<file path="src/rtl/alu_seq.sv">
// Sequential ALU: add, subtract, shift-add multiply and restoring divide on WIDTH-bit
// unsigned operands, with an Init/Done handshake and registered result outputs.
module alu_seq #(
  parameter int WIDTH = 4
) (
  input  logic               Clk,
  input  logic               Rst,
  input  logic               Init,
  input  logic [WIDTH-1:0]   A,
  input  logic [WIDTH-1:0]   B,
  input  logic [1:0]         Select,
  output logic [2*WIDTH-1:0] Sal,
  output logic               Cout,
  output logic               Zero,
  output logic               Err,
  output logic               Busy,
  output logic               Done
);

  localparam int CW = $clog2(WIDTH) + 1;

  localparam logic [1:0] SEL_ADD = 2'b00;
  localparam logic [1:0] SEL_SUB = 2'b01;
  localparam logic [1:0] SEL_MUL = 2'b10;
  localparam logic [1:0] SEL_DIV = 2'b11;

  typedef enum logic [1:0] {IDLE, CALC, DONE} state_t;

  state_t             state_q, state_d;
  logic [WIDTH-1:0]   a_q, a_d, b_q, b_d;
  logic [1:0]         sel_q, sel_d;
  logic [CW-1:0]      cnt_q, cnt_d;
  logic [2*WIDTH-1:0] acc_q, acc_d;
  logic [2*WIDTH-1:0] mcand_q, mcand_d;
  logic [WIDTH-1:0]   mplier_q, mplier_d;
  logic [WIDTH-1:0]   rem_q, rem_d;
  logic [WIDTH-1:0]   quo_q, quo_d;
  logic [2*WIDTH-1:0] sal_q, sal_d;
  logic               cout_q, cout_d;
  logic               zero_q, zero_d;
  logic               err_q, err_d;

  logic [WIDTH:0]     sum;
  logic [WIDTH-1:0]   diff;
  logic [WIDTH:0]     shifted;
  logic               qbit;
  logic [2*WIDTH-1:0] res;
  logic [CW-1:0]      lastCnt;

  always_ff @(posedge Clk or posedge Rst) begin
    if (Rst) begin
      state_q  <= IDLE;
      a_q      <= '0;
      b_q      <= '0;
      sel_q    <= '0;
      cnt_q    <= '0;
      acc_q    <= '0;
      mcand_q  <= '0;
      mplier_q <= '0;
      rem_q    <= '0;
      quo_q    <= '0;
      sal_q    <= '0;
      cout_q   <= 1'b0;
      zero_q   <= 1'b1;
      err_q    <= 1'b0;
    end else begin
      state_q  <= state_d;
      a_q      <= a_d;
      b_q      <= b_d;
      sel_q    <= sel_d;
      cnt_q    <= cnt_d;
      acc_q    <= acc_d;
      mcand_q  <= mcand_d;
      mplier_q <= mplier_d;
      rem_q    <= rem_d;
      quo_q    <= quo_d;
      sal_q    <= sal_d;
      cout_q   <= cout_d;
      zero_q   <= zero_d;
      err_q    <= err_d;
    end
  end

  // Iterative ops run WIDTH steps; add, sub and divide-by-zero take a single idle step.
  always_comb begin
    state_d  = state_q;
    a_d      = a_q;
    b_d      = b_q;
    sel_d    = sel_q;
    cnt_d    = cnt_q;
    acc_d    = acc_q;
    mcand_d  = mcand_q;
    mplier_d = mplier_q;
    rem_d    = rem_q;
    quo_d    = quo_q;
    sal_d    = sal_q;
    cout_d   = cout_q;
    zero_d   = zero_q;
    err_d    = err_q;
    sum      = '0;
    diff     = '0;
    shifted  = '0;
    qbit     = 1'b0;
    res      = '0;
    lastCnt  = ((sel_q == SEL_MUL) || ((sel_q == SEL_DIV) && (b_q != '0)))
               ? CW'(WIDTH) : CW'(1);

    case (state_q)
      IDLE: begin
        if (Init) begin
          a_d      = A;
          b_d      = B;
          sel_d    = Select;
          cnt_d    = '0;
          acc_d    = '0;
          mcand_d  = {{WIDTH{1'b0}}, B};
          mplier_d = A;
          rem_d    = '0;
          quo_d    = A;
          state_d  = CALC;
        end
      end

      CALC: begin
        if (cnt_q == lastCnt) begin
          cout_d = 1'b0;
          err_d  = 1'b0;
          case (sel_q)
            SEL_ADD: begin
              sum    = {1'b0, a_q} + {1'b0, b_q};
              res    = {{(WIDTH-1){1'b0}}, sum};
              cout_d = sum[WIDTH];
            end
            SEL_SUB: begin
              diff   = a_q - b_q;
              res    = {{WIDTH{1'b0}}, diff};
              cout_d = (a_q >= b_q);
            end
            SEL_MUL: res = acc_q;
            default: begin
              if (b_q == '0) begin
                res   = {a_q, {WIDTH{1'b1}}};
                err_d = 1'b1;
              end else begin
                res = {rem_q, quo_q};
              end
            end
          endcase
          sal_d   = res;
          zero_d  = (res == '0);
          state_d = DONE;
        end else begin
          cnt_d = cnt_q + CW'(1);
          if (sel_q == SEL_MUL) begin
            if (mplier_q[0]) acc_d = acc_q + mcand_q;
            mcand_d  = mcand_q << 1;
            mplier_d = mplier_q >> 1;
          end else if ((sel_q == SEL_DIV) && (b_q != '0)) begin
            shifted = {rem_q, quo_q[WIDTH-1]};
            qbit    = (shifted >= {1'b0, b_q});
            rem_d   = qbit ? WIDTH'(shifted - {1'b0, b_q}) : shifted[WIDTH-1:0];
            quo_d   = {quo_q[WIDTH-2:0], qbit};
          end
        end
      end

      DONE: state_d = IDLE;

      default: state_d = IDLE;
    endcase
  end

  assign Sal  = sal_q;
  assign Cout = cout_q;
  assign Zero = zero_q;
  assign Err  = err_q;
  assign Busy = (state_q != IDLE);
  assign Done = (state_q == DONE);

endmodule

</file>
<file path="config.mk">
export PLATFORM = sky130hd
export DESIGN_NAME = alu_seq
export DESIGN_NICKNAME = d
export VERILOG_FILES = /design/src/rtl/alu_seq.sv
export SDC_FILE = /design/constraint.sdc
export NUM_CORES = 1
export LEC_CHECK = 0
export ABC_AREA = 1
export CAP_MARGIN = 0
export CORE_ASPECT_RATIO = 0.9
export CORE_MARGIN = 2
export CORE_UTILIZATION = 40
export CTS_CLUSTER_SIZE = 10
export DETAILED_ROUTE_END_ITERATION = 6
export REMOVE_ABC_BUFFERS = 1
export SLEW_MARGIN = 20
export SYNTH_ARGS = -nofsm -noshare
export SYNTH_HDL_FRONTEND = slang
export SYNTH_SLANG_ARGS = --single-unit
</file>
<file path="constraint.sdc">
create_clock -name Clk -period 2.5 [get_ports Clk]
set_input_delay 0.75 -clock Clk [delete_from_list [all_inputs] [get_ports Clk]]
set_output_delay 0.75 -clock Clk [all_outputs]
set_load 0.01 [all_outputs]
</file>
==> results.yml, run 1 <==
cts:
  cts_resized: 0
  clock_path_buffers: 2
  ctsHoldBuffers: 0
  clock_latency_ns: 0.32
  cts_buffers: 5
  cts-htree-levels: 2
  cts_num_sinks: 54
  cts-root-buf: "clkbuf_8"
  cts_tree: "built"
  post-cts-setup-buffers: 0
  clkTransAtPathRegs_ns: 0.09
grt:
  track_usage: 0.199
  grt-ovfl-total: 0
  grt_max_degree: 55
  grt_antenna_before_repair: 0
  grt_pass1_wl_um: 14600
  grt_pass1_vias: 2988
timing:
  clock-skew-final_ns: 0.00716
  hold_ws_ns: 0.472
  rsz0062_at_grt: "no"
  maxSlewViolCount: 0
  slew_headroom: 0.730
  worst_pin_slew_ns: 0.403
  finalHoldViolCount: 0
  tns_ns: 0
  min_period_ns: 2.16
  final.period_utilization: 0.864
  setup_violations: 0
  max_freq_mhz: 463
setup_path:
  cp-start-kind: "flip-flop"
  path_buf_inv: 2
  cp_max_fo: 3
  critical_path.cell_chain: "nor2_1 > inv_1 > clkdlybuf4s50_1"
  slowest_delay_ns: 0.47
  cp_slowest_cell: "clkdlybuf4s50_1"
  r2r-start: "b_q[1]$_DFFE_PP0P_"
  arrival_ns: 1.41
  startpoint: "state_q[1]$_DFFE_PP0P_"
  critical_path.top_delay_family: "buffers and inverters"
  endpoint_kind: "output port"
  worstSetupPathType: "flip-flop to output port"
  worstPathRequired_ns: 1.75
synthesis:
  synth_ff_type: "dfrtp_1"
  avgSynthCellArea_um2: 7.60
  ys_seq_area_frac: 0.392
  synth_top_cell_by_area: "dfrtp_1"
  netlist.area_leader.share: 0.384
  synth_top_family_by_area: "simple AND/OR/NAND/NOR gates"
  syn_area_mm2: 0.00345
  synth_top_cells_by_area: "dfrtp_1, nand2_1, ha_1"
  synth_cell_types: 32
  synthMuxAreaShare: 0
  synth-simple-area-share: 0.351
  synthTopCellsByCount: "nand2_1, dfrtp_1, inv_1, nand3_1, o21ai_0"
  synth_edf_count: 0
  synth_fa_ha_area_frac: 0.0957
  ys_ff_latch: 54
  synth_most_common_cell: "nand2_1"
  netlist_instances: 454
  synth-compound-area-share: 0.0729
  yosysWarnings: 0
  yosys.area_share.xor_xnor: 0.0178
  ys_async_sr_fraction: 1.00
final_layout:
  final_nets: 521
  final_area_mm2: 0.00395
  drive_gt1_frac: 0.0928
  syn_to_final_growth_pct: 14.4
  num_antenna_cells: 0
min_path:
  worstHoldStart: "Zero$_DFFE_PP1P_"
  hold_class: "flip-flop to flip-flop"
placed_design:
  io_buffers: 25
  dp_hpwl_um: 6670
  placedInstanceArea_mm2: 0.00386
  gp_congestion: 0.885
status:
  outcome: "finished clean"
floorplanning:
  start_util: 0.407
  die_w_um: 102
  num_io_pins: 26
  coreArea_mm2: 0.00849
  num_rows: 32
  die_y_um: 92.1
  die_area_mm2: 0.00939
routing:
  routedWlPerCell_um: 14.2
  via_count: 2973
  vias_per_cell: 4.92
  wirelength_um: 8560
  dr.pass1.iters: 4
  drt_drc_violations_left: 0
  drt_iter0_markers: 192
  final_antenna_net_count: 0
pwr:
  worst_ir_drop_vdd_mv: 0.421
  power_density_mw_per_mm2: 1290
  p_leak_nw: 2.09
flow_run:
  cap_violations: 0
-- stage by stage --
stage / setup slack [ns] / power (mW) / std cells / utilization
CTS: 0.318 / 5.12 / 604 / 0.465
detailed placement: 0.321 / 4.59 / 596 / 0.454
floorplan: 0.342 / 3.63 / 445 / -
finish: 0.341 / 5.10 / 604 / 0.465
global placement: 0.353 / 4.53 / 596 / 0.454
global route: 0.242 / 5.64 / 604 / 0.465
-- cells in the final DEF, fill, tap and decap left out --
master / instances
o21ai_1: 3
nand3_1: 34
nand2_4: 4
nor2_2: 1
o21ai_0: 33
clkinv_4: 1
dfrtp_1: 53
nand3b_1: 2
nand3_2: 8
nand2_1: 164
a21oi_1: 11
clkdlybuf4s50_1: 25
or2_2: 2
xor2_1: 4
nand2_8: 1
buf_4: 6
inv_1: 42
nand3_4: 1
clkbuf_1: 1
dfstp_2: 1
ha_1: 20
nor2_4: 2
nor2_1: 27
o21ai_2: 1
clkinv_2: 1
clkinv_1: 1
o21a_1: 1
nand4_1: 12
inv_2: 4
buf_12: 1
nand2_2: 5
xnor2_1: 3
clkbuf_8: 6
fa_1: 4
-- tightest hold or removal path, cell delays in order (launching register included) --
cell and delay (ns):
dfstp_2 0.38, nand2_1 0.05, nand2_1 0.05
-- sequential cells by signal, indices dropped and copies added, names as in the netlist --
| register | count |
|---|---|
| Zero | 1 |
| sel_q | 2 |
| mcand_q | 8 |
| acc_q | 8 |
| Sal | 8 |
| Err | 1 |
| rem_q | 4 |
| b_q | 4 |
| quo_q | 4 |
| a_q | 4 |
| state_q | 2 |
| Cout | 1 |
| mplier_q | 4 |
| cnt_q | 3 |
-- worst paths after layout --
check	to	slack, ns	cells past startpoint
max in group asynchronous	Zero$_DFFE_PP1P_	1.42	3
hold reg to reg	Zero$_DFFE_PP1P_	0.47	2
hold / removal	Zero$_DFFE_PP1P_	0.47	2
setup reg to reg	quo_q[3]$_DFFE_PP0P_	0.54	11
min in group asynchronous	Cout$_DFFE_PP0P_	0.79	3
setup / recovery	Busy	0.34	3
-- cells by family (layout without fill, tap and decap cells) --
| family | after synthesis | after routing |
|---|---|---|
| and+or+nand+nor | 263 | 263 |
| buffers and inverters | 57 | 88 |
| DFF | 54 | 54 |
| AOI/OAI and AO/OA | 49 | 49 |
| adders and majority gates | 24 | 24 |
| xor gates and xnor gates | 7 | 7 |
-- metal layers --
layer | track usage | wire length (um) | up-vias
met1 | 0.280 | 4210 | 1393
met4 | 0.0556 | 141 | 0
met3 | 0.0290 | 233 | 12
li1 | - | - | 1515
met2 | 0.320 | 3970 | 53
met5 | 0 | 0 | -
-- where the power goes --
part / leakage [nW] / internal, mW / switching [mW]
Sequential: 0.702 / 1.21 / 0.316
Combinational: 1.34 / 1.11 / 1.93
Clock: 0.0482 / 0.225 / 0.300
Total: 2.09 / 2.55 / 2.55
-- layout make-up --
| type | count | area [um^2] |
|---|---|---|
| Clock buffer | 7 | 86.3 |
| Clock inverter | 1 | 5.00 |
| Fill cell | 890 | 4540 |
| Inverter | 48 | 185 |
| Multi-Input combinational cell | 343 | 1860 |
| Sequential cell | 54 | 1350 |
| Tap cell | 119 | 149 |
| Timing Repair Buffer | 32 | 315 |
Power figures use the tool's default switching activity.
==> run 2, diff against run 1 <==
- ABC_CLOCK_PERIOD_IN_PS: unset -> 2500
==> results of run 2 <==
No change in the layout: final DEF, timing and power equal those of run 1.
